[src/rtl/gsu_cart_mem_responder.sv]
// SRAM-style ROM/BSRAM strobe front end for the GSU mapper: turns strobe events into
// single-beat req/ack memory accesses and holds the returned read data like an async SRAM.
module gsu_cart_mem_responder #(
    parameter logic [23:0] BSRAM_BASE = 24'hE00000,
    parameter logic [23:0] ROM_BASE   = 24'h000000
) (
    input  logic        MCLK,
    input  logic        RST_N,
    input  logic [22:0] ROM_ADDR,
    input  logic        ROM_CE_N,
    input  logic        ROM_OE_N,
    input  logic        ROM_WORD,
    output logic [15:0] ROM_Q,
    input  logic [19:0] BSRAM_ADDR,
    input  logic [7:0]  BSRAM_D,
    input  logic        BSRAM_CE_N,
    input  logic        BSRAM_OE_N,
    input  logic        BSRAM_WE_N,
    output logic [7:0]  BSRAM_Q,
    output logic        MEM_REQ,
    output logic        MEM_WE,
    output logic [23:0] MEM_ADDR,
    output logic [7:0]  MEM_DIN,
    input  logic [15:0] MEM_Q,
    input  logic        MEM_ACK,
    output logic        BUSY
);

    typedef enum logic [1:0] {IDLE, ROM_RD, RAM_RD, RAM_WR} state_t;

    state_t      r_state;
    state_t      w_state_next;

    logic        r_rom_ce_n_d, r_rom_oe_n_d;
    logic        r_bs_ce_n_d, r_bs_oe_n_d, r_bs_we_n_d;
    logic [22:0] r_rom_addr_d;
    logic [19:0] r_bs_addr_d;
    logic [7:0]  r_bs_d_d;

    logic        r_rom_pend, r_rd_pend, r_wr_pend;
    logic [22:0] r_rom_lat_addr;
    logic        r_rom_lat_word;
    logic [19:0] r_rd_lat_addr;
    logic [19:0] r_wr_lat_addr;
    logic [7:0]  r_wr_lat_data;

    logic        r_cur_sel;
    logic        r_cur_word;
    logic        r_mem_req, r_mem_we;
    logic [23:0] r_mem_addr;
    logic [7:0]  r_mem_din;
    logic [15:0] r_rom_q;
    logic [7:0]  r_bsram_q;

    logic        w_rom_ev, w_rd_ev, w_wr_ev;
    logic        w_issue_rom, w_issue_rd, w_issue_wr, w_done;
    logic [7:0]  w_byte;

    // An enabled read that stays on the same address is one access, not one per cycle.
    assign w_rom_ev = !ROM_CE_N && !ROM_OE_N &&
                      ((r_rom_ce_n_d || r_rom_oe_n_d) || (ROM_ADDR != r_rom_addr_d));
    assign w_rd_ev  = !BSRAM_CE_N && !BSRAM_OE_N && BSRAM_WE_N &&
                      ((r_bs_ce_n_d || r_bs_oe_n_d || !r_bs_we_n_d) ||
                       (BSRAM_ADDR != r_bs_addr_d));
    assign w_wr_ev  = BSRAM_WE_N && !r_bs_we_n_d && !r_bs_ce_n_d;

    always_comb begin
        w_state_next = r_state;
        w_issue_rom  = 1'b0;
        w_issue_rd   = 1'b0;
        w_issue_wr   = 1'b0;
        w_done       = 1'b0;
        case (r_state)
            IDLE: begin
                if (r_wr_pend) begin
                    w_issue_wr   = 1'b1;
                    w_state_next = RAM_WR;
                end else if (r_rom_pend) begin
                    w_issue_rom  = 1'b1;
                    w_state_next = ROM_RD;
                end else if (r_rd_pend) begin
                    w_issue_rd   = 1'b1;
                    w_state_next = RAM_RD;
                end
            end
            default: begin
                if (MEM_ACK && r_mem_req) begin
                    w_done       = 1'b1;
                    w_state_next = IDLE;
                end
            end
        endcase
    end

    assign w_byte = r_cur_sel ? MEM_Q[15:8] : MEM_Q[7:0];

    always_ff @(posedge MCLK or negedge RST_N) begin
        if (!RST_N) begin
            r_state <= IDLE;
        end else begin
            r_state <= w_state_next;
        end
    end

    always_ff @(posedge MCLK or negedge RST_N) begin
        if (!RST_N) begin
            r_rom_ce_n_d   <= 1'b1;
            r_rom_oe_n_d   <= 1'b1;
            r_bs_ce_n_d    <= 1'b1;
            r_bs_oe_n_d    <= 1'b1;
            r_bs_we_n_d    <= 1'b1;
            r_rom_addr_d   <= '0;
            r_bs_addr_d    <= '0;
            r_bs_d_d       <= '0;
            r_rom_pend     <= 1'b0;
            r_rd_pend      <= 1'b0;
            r_wr_pend      <= 1'b0;
            r_rom_lat_addr <= '0;
            r_rom_lat_word <= 1'b0;
            r_rd_lat_addr  <= '0;
            r_wr_lat_addr  <= '0;
            r_wr_lat_data  <= '0;
            r_cur_sel      <= 1'b0;
            r_cur_word     <= 1'b0;
            r_mem_req      <= 1'b0;
            r_mem_we       <= 1'b0;
            r_mem_addr     <= '0;
            r_mem_din      <= '0;
            r_rom_q        <= '0;
            r_bsram_q      <= '0;
        end else begin
            r_rom_ce_n_d <= ROM_CE_N;
            r_rom_oe_n_d <= ROM_OE_N;
            r_bs_ce_n_d  <= BSRAM_CE_N;
            r_bs_oe_n_d  <= BSRAM_OE_N;
            r_bs_we_n_d  <= BSRAM_WE_N;
            r_rom_addr_d <= ROM_ADDR;
            r_bs_addr_d  <= BSRAM_ADDR;
            r_bs_d_d     <= BSRAM_D;

            // A fresh event re-arms its flag even in the cycle the old one is issued.
            if (w_rom_ev) begin
                r_rom_pend     <= 1'b1;
                r_rom_lat_addr <= ROM_ADDR;
                r_rom_lat_word <= ROM_WORD;
            end else if (w_issue_rom) begin
                r_rom_pend <= 1'b0;
            end
            if (w_rd_ev) begin
                r_rd_pend     <= 1'b1;
                r_rd_lat_addr <= BSRAM_ADDR;
            end else if (w_issue_rd) begin
                r_rd_pend <= 1'b0;
            end
            if (w_wr_ev) begin
                r_wr_pend     <= 1'b1;
                r_wr_lat_addr <= r_bs_addr_d;
                r_wr_lat_data <= r_bs_d_d;
            end else if (w_issue_wr) begin
                r_wr_pend <= 1'b0;
            end

            if (w_issue_wr) begin
                r_mem_req  <= 1'b1;
                r_mem_we   <= 1'b1;
                r_mem_addr <= BSRAM_BASE + {4'b0, r_wr_lat_addr};
                r_mem_din  <= r_wr_lat_data;
            end else if (w_issue_rom) begin
                r_mem_req  <= 1'b1;
                r_mem_we   <= 1'b0;
                r_mem_addr <= ROM_BASE + {1'b0, r_rom_lat_addr};
                r_mem_din  <= '0;
                r_cur_sel  <= r_rom_lat_addr[0];
                r_cur_word <= r_rom_lat_word;
            end else if (w_issue_rd) begin
                r_mem_req  <= 1'b1;
                r_mem_we   <= 1'b0;
                r_mem_addr <= BSRAM_BASE + {4'b0, r_rd_lat_addr};
                r_mem_din  <= '0;
                r_cur_sel  <= r_rd_lat_addr[0];
            end else if (w_done) begin
                r_mem_req <= 1'b0;
            end

            if (w_done && r_state == ROM_RD) begin
                r_rom_q <= r_cur_word ? MEM_Q : {8'h00, w_byte};
            end
            if (w_done && r_state == RAM_RD) begin
                r_bsram_q <= w_byte;
            end
        end
    end

    assign MEM_REQ  = r_mem_req;
    assign MEM_WE   = r_mem_we;
    assign MEM_ADDR = r_mem_addr;
    assign MEM_DIN  = r_mem_din;
    assign ROM_Q    = r_rom_q;
    assign BSRAM_Q  = r_bsram_q;
    assign BUSY     = (r_state != IDLE) | r_rom_pend | r_rd_pend | r_wr_pend;

endmodule

[config.mk]
export PLATFORM = sky130hd
export DESIGN_NAME = gsu_cart_mem_responder
export DESIGN_NICKNAME = d
export VERILOG_FILES = /design/src/rtl/gsu_cart_mem_responder.sv
export SDC_FILE = /design/constraint.sdc
export NUM_CORES = 1
export LEC_CHECK = 0
export CAP_MARGIN = 25
export CORE_MARGIN = 3
export CORE_UTILIZATION = 47
export DETAILED_ROUTE_END_ITERATION = 7
export GPL_ROUTABILITY_DRIVEN = 0
export HOLD_SLACK_MARGIN = 0.1
export PLACE_DENSITY = 0.84
export SKIP_CTS_REPAIR_TIMING = 1
export SYNTH_ARGS = -nofsm -noshare
export SYNTH_HDL_FRONTEND = slang
export SYNTH_SLANG_ARGS = --single-unit
export TNS_END_PERCENT = 100
[constraint.sdc]
create_clock -name MCLK -period 1.72 [get_ports MCLK]
set_input_delay 0.344 -clock MCLK [delete_from_list [all_inputs] [get_ports MCLK]]
set_output_delay 0.344 -clock MCLK [all_outputs]
set_load 0.02 [all_outputs]
==> metrics.log <==
INFO  metric ctsHtreeMaxLevel = 4
INFO  metric synth_cell_types = 42
INFO  metric total_power = 16040 µW
INFO  metric drt_drc_violations_left = 0
INFO  metric floorplan.die.height = 133.1 µm
INFO  metric final_period_minus_worst_setup_slack = 2.021 ns
INFO  metric crit_buf_inv = 2
INFO  metric drt-pass1-iter-count = 4
INFO  metric overall_routed_net_length = 19020 µm
INFO  metric antenna_left = 0
INFO  metric cpMaxStageDelayCell = clkdlybuf4s50_1
INFO  metric ys.warnings.count = 0
INFO  metric tritoncts_clock_tree = built
INFO  metric synth_seq_area_share = 0.6365
INFO  metric timing.final.hold_violations = 0
INFO  metric core = 15480 µm²
INFO  metric cp-end-kind = register
INFO  metric max_cap_viol_count = 0
INFO  metric ctsRootBufferMaster = clkbuf_16
INFO  metric clock_latency_at_the_later_pin_of_the_worst_skew_pair = 0.43 ns
INFO  metric postPlaceCellArea = 9754 µm²
INFO  metric dieArea = 17730 µm²
INFO  metric final_area = 10790 µm²
INFO  metric grt_util_all_layers = 0.2050
INFO  metric synthesis.nets = 626
INFO  metric synth_seq_cells = 193
INFO  metric pwr_density_cell = 1486 nW/µm²
INFO  metric layoutNonFillerInstCount = 975
INFO  metric power.share.switching = 0.3316
INFO  metric globalRouteOverflowTotal = 0
INFO  metric postLayoutSetupSlackWorst = -0.3005 ns
INFO  metric area_delta_synth_final = 42.00%
INFO  metric wl_met1 = 7950 µm
INFO  metric outcome = complete, but fails checks
INFO  metric wire_per_inst = 19.51 µm
INFO  metric clkSinkCount = 193
INFO  metric grt_antenna_before_repair = 0
INFO  metric io-pin-count = 135
INFO  metric post-route-period-util = 1.175
INFO  metric post_synth_instance_area = 7597 µm²
INFO  metric largest_net_degree_at_the_start_of_global_routing = 55
INFO  metric antennaDiodeCount = 0
INFO  metric place.detailed.hpwl = 12790 µm
INFO  metric number_of_drc_markers_after_the_initial_detailed_route_iteration = 282
INFO  metric tightest_hold_margin = 0.1216 ns
INFO  metric largest_fanout_of_any_net_on_the_critical_path = 14
INFO  metric place_inst = 940
INFO  metric actual_transition_at_the_worst_max_transition_pin = 0.5393 ns
INFO  metric crit_cells = 7
INFO  metric critPathMaxStageDelay = 0.49 ns
INFO  metric buffer_ports.inserted = 134
INFO  metric dpl_worst_slack = -0.8287 ns
INFO  metric final.setup_skew = 0.01015 ns
INFO  metric share_seq_of_total_power = 0.389
INFO  metric cts-buffers-inserted = 17
INFO  metric postSynthCellCount = 550
INFO  metric met2_wirelength = 9833 µm
INFO  metric highest_layer = met4
INFO  metric critPathTopFamily = buffers and inverters
INFO  metric timing.final.max_slew_violations = 0
INFO  metric via_density_per_instance = 5.264
INFO  metric share_of_layout_cells_above_drive_strength_1 = 0.2775
INFO  metric report.final.setup_viol = 59
INFO  metric ordered_list_of_cells_on_the_worst_path = clkdlybuf4s50_1 -> xnor2_1 -> nand4_1 -> nor4_4 -> a311oi_4 -> buf_12 -> mux2_4
INFO  metric rsz0062_at_grt = true
INFO  metric cts_max_path_buffers = 2
INFO  metric clock.fmax = 0.4949 GHz
INFO  metric die_w = 133.1 µm
INFO  metric cellInternalPower = 10720 µW
INFO  metric max_slew_margin = 0.6405
INFO  metric setup.worst_path.start = ROM_ADDR[1]
INFO  metric worst_path_required_time = 2.04 ns
INFO  metric placementRows = 45
INFO  metric timing.setup.critical_path_class = input port to register
INFO  metric design.final.nets = 827
INFO  metric power_frac_comb = 0.350
INFO  metric timing.hold.worst_path_depth = 1
INFO  metric ir_drop = 1.007 mV
INFO  metric min-delay-start = BSRAM_ADDR[10]
INFO  metric met3_routed_wl = 821 µm
INFO  metric critPathLaunchType = input port
INFO  metric failing_checks = setup timing
INFO  metric routed-via-count = 5132
INFO  metric hp-class = input port to register
INFO  metric total_switching_power = 5318 µW
INFO  metric reg_to_reg_start = r_bs_addr_d[3]
INFO  metric clockPowerShare = 0.261
INFO  metric worst-endpoint-arrival = 2.34 ns
INFO  metric clock_transition_at_the_registers_of_the_reported_paths = 0.07 ns
INFO  metric wire_length_of_the_first_global_routing_pass = 28570 µm
INFO  metric cellLeakagePower = 0.005553 µW
INFO  metric syn-mean-instance-area = 13.81 µm²
INFO  metric ff2ff_path_depth = 7
INFO  metric initial_utilization = 0.4907
INFO  metric grt_pass1_vias = 5592
[Yosys cell counts]
library cell	count	share of area
o21ai_1	6	0.0040
o21ai_0	40	0.026
a21oi_1	7	0.0046
dfrtp_1	188	0.62
dfstp_2	5	0.017
nor3_1	1	0.00066
xnor2_1	33	0.038
a311oi_4	1	0.0035
mux2i_1	36	0.047
a32o_1	1	0.0013
nand2_1	51	0.025
a31oi_1	1	0.00082
buf_4	1	0.00099
nand2b_1	2	0.0016
clkbuf_1	15	0.0074
and2_1	1	0.00082
or4b_1	1	0.0013
nand4b_1	2	0.0023
buf_1	2	0.00099
nor4b_1	1	0.0012
nand4_1	7	0.0058
a221o_1	1	0.0013
or2_2	2	0.0016
buf_2	6	0.0040
a22o_1	8	0.0092
mux2_2	34	0.050
nor4_4	1	0.0028
mux2_4	19	0.038
nor2_1	16	0.0079
nor3b_1	1	0.00099
xor2_1	10	0.012
nor4_2	2	0.0033
nand3_1	1	0.00066
nor4_1	2	0.0016
buf_6	3	0.0044
o22a_1	2	0.0023
o21a_1	1	0.00099
inv_1	1	0.00049
a21o_1	5	0.0049
a22oi_1	9	0.0089
a21oi_2	4	0.0046
mux2_1	20	0.030
[worst paths after layout]
check                               endpoint  slack, ns
min                          r_bs_addr_d[10]       0.12
min in group asynchronous         BSRAM_Q[0]       0.43
max                        r_rom_lat_addr[2]      -0.30
max in group asynchronous       r_rom_ce_n_d       0.65
max reg2reg                 r_rd_lat_addr[5]      -0.29
min reg2reg                      MEM_ADDR[6]       0.48
[metrics by stage]
stage	util	TNS, ns
finish	0.6967	-13.37
global route	0.6967	-17.07
CTS	0.6709	-20.14
detailed placement	0.6300	-39.75
global placement	0.6300	-33.76
floorplan	-	-0.7613
[final cells by class]
| type | count | area (µm²) |
|---|---|---|
| Multi-Input combinational cell | 329 | 2819 |
| Clock buffer | 18 | 439.2 |
| Inverter | 1 | 3.754 |
| Tap cell | 211 | 264.0 |
| Timing Repair Buffer | 209 | 2231 |
| Sequential cell | 193 | 4836 |
| Fill cell | 965 | 4696 |
| Clock inverter | 14 | 195.2 |
[per-layer routing]
metal | vias to the layer above | global-route usage
met5 | - | 0
met4 | 0 | 0.07771
met3 | 29 | 0.04003
met2 | 153 | 0.3536
met1 | 2624 | 0.2575
li1 | 2326 | -
[power groups by stage]
stage	clock, µW	combinational, µW	sequential (µW)
after floorplan	0	2130	6870
after global placement	0	5190	6210
after detailed placement	0	5370	6290
after CTS	4220	5430	6220
after global routing	4410	6000	6340
final	4190	5610	6240
[flip-flops by register name, indices dropped and copies added, names as in the netlist, 16 cells and up]
| register | cells |
|---|---|
| r_rd_lat_addr | 20 |
| r_rom_addr_d | 23 |
| ROM_Q | 16 |
| r_rom_lat_addr | 23 |
| r_bs_addr_d | 20 |
| r_wr_lat_addr | 20 |
| MEM_ADDR | 24 |
[cells by family (layout without fill, tap and decap cells)]
family / Yosys count / after routing / share of synthesized area
xor+xnor: 43 / 43 / 0.04957
buf+inv: 28 / 242 / 0.01828
simple gates: 91 / 91 / 0.05780
flops: 193 / 193 / 0.6365
compound gates: 86 / 86 / 0.07279
mux: 109 / 109 / 0.1650
[cells in the final DEF (no fill, tap or decap), types with 2 or more instances in the layout]
master / n
clkbuf_16: 17
dfrtp_1: 188
buf_4: 58
inv_6: 3
xnor2_2: 4
a21oi_1: 5
buf_6: 4
nor4_2: 2
nor2_1: 14
nor2_2: 2
nand4b_1: 2
xnor2_1: 29
mux2i_4: 2
xor2_2: 2
nand2_1: 51
a21oi_2: 6
o22a_1: 2
nand4_1: 7
a21o_1: 5
a22oi_1: 9
dfstp_2: 5
clkdlybuf4s50_1: 69
o21ai_0: 30
inv_8: 3
mux2_1: 4
mux2_2: 34
xor2_1: 8
bufinv_16: 3
mux2_4: 35
dlymetal6s2s_1: 64
or2_2: 2
mux2i_1: 33
o21ai_1: 14
buf_12: 11
o21ai_2: 2
clkinvlp_4: 2
nor4_4: 2
clkbuf_8: 2
a22o_1: 8
No activity file was read; power rests on OpenSTA's default activity.
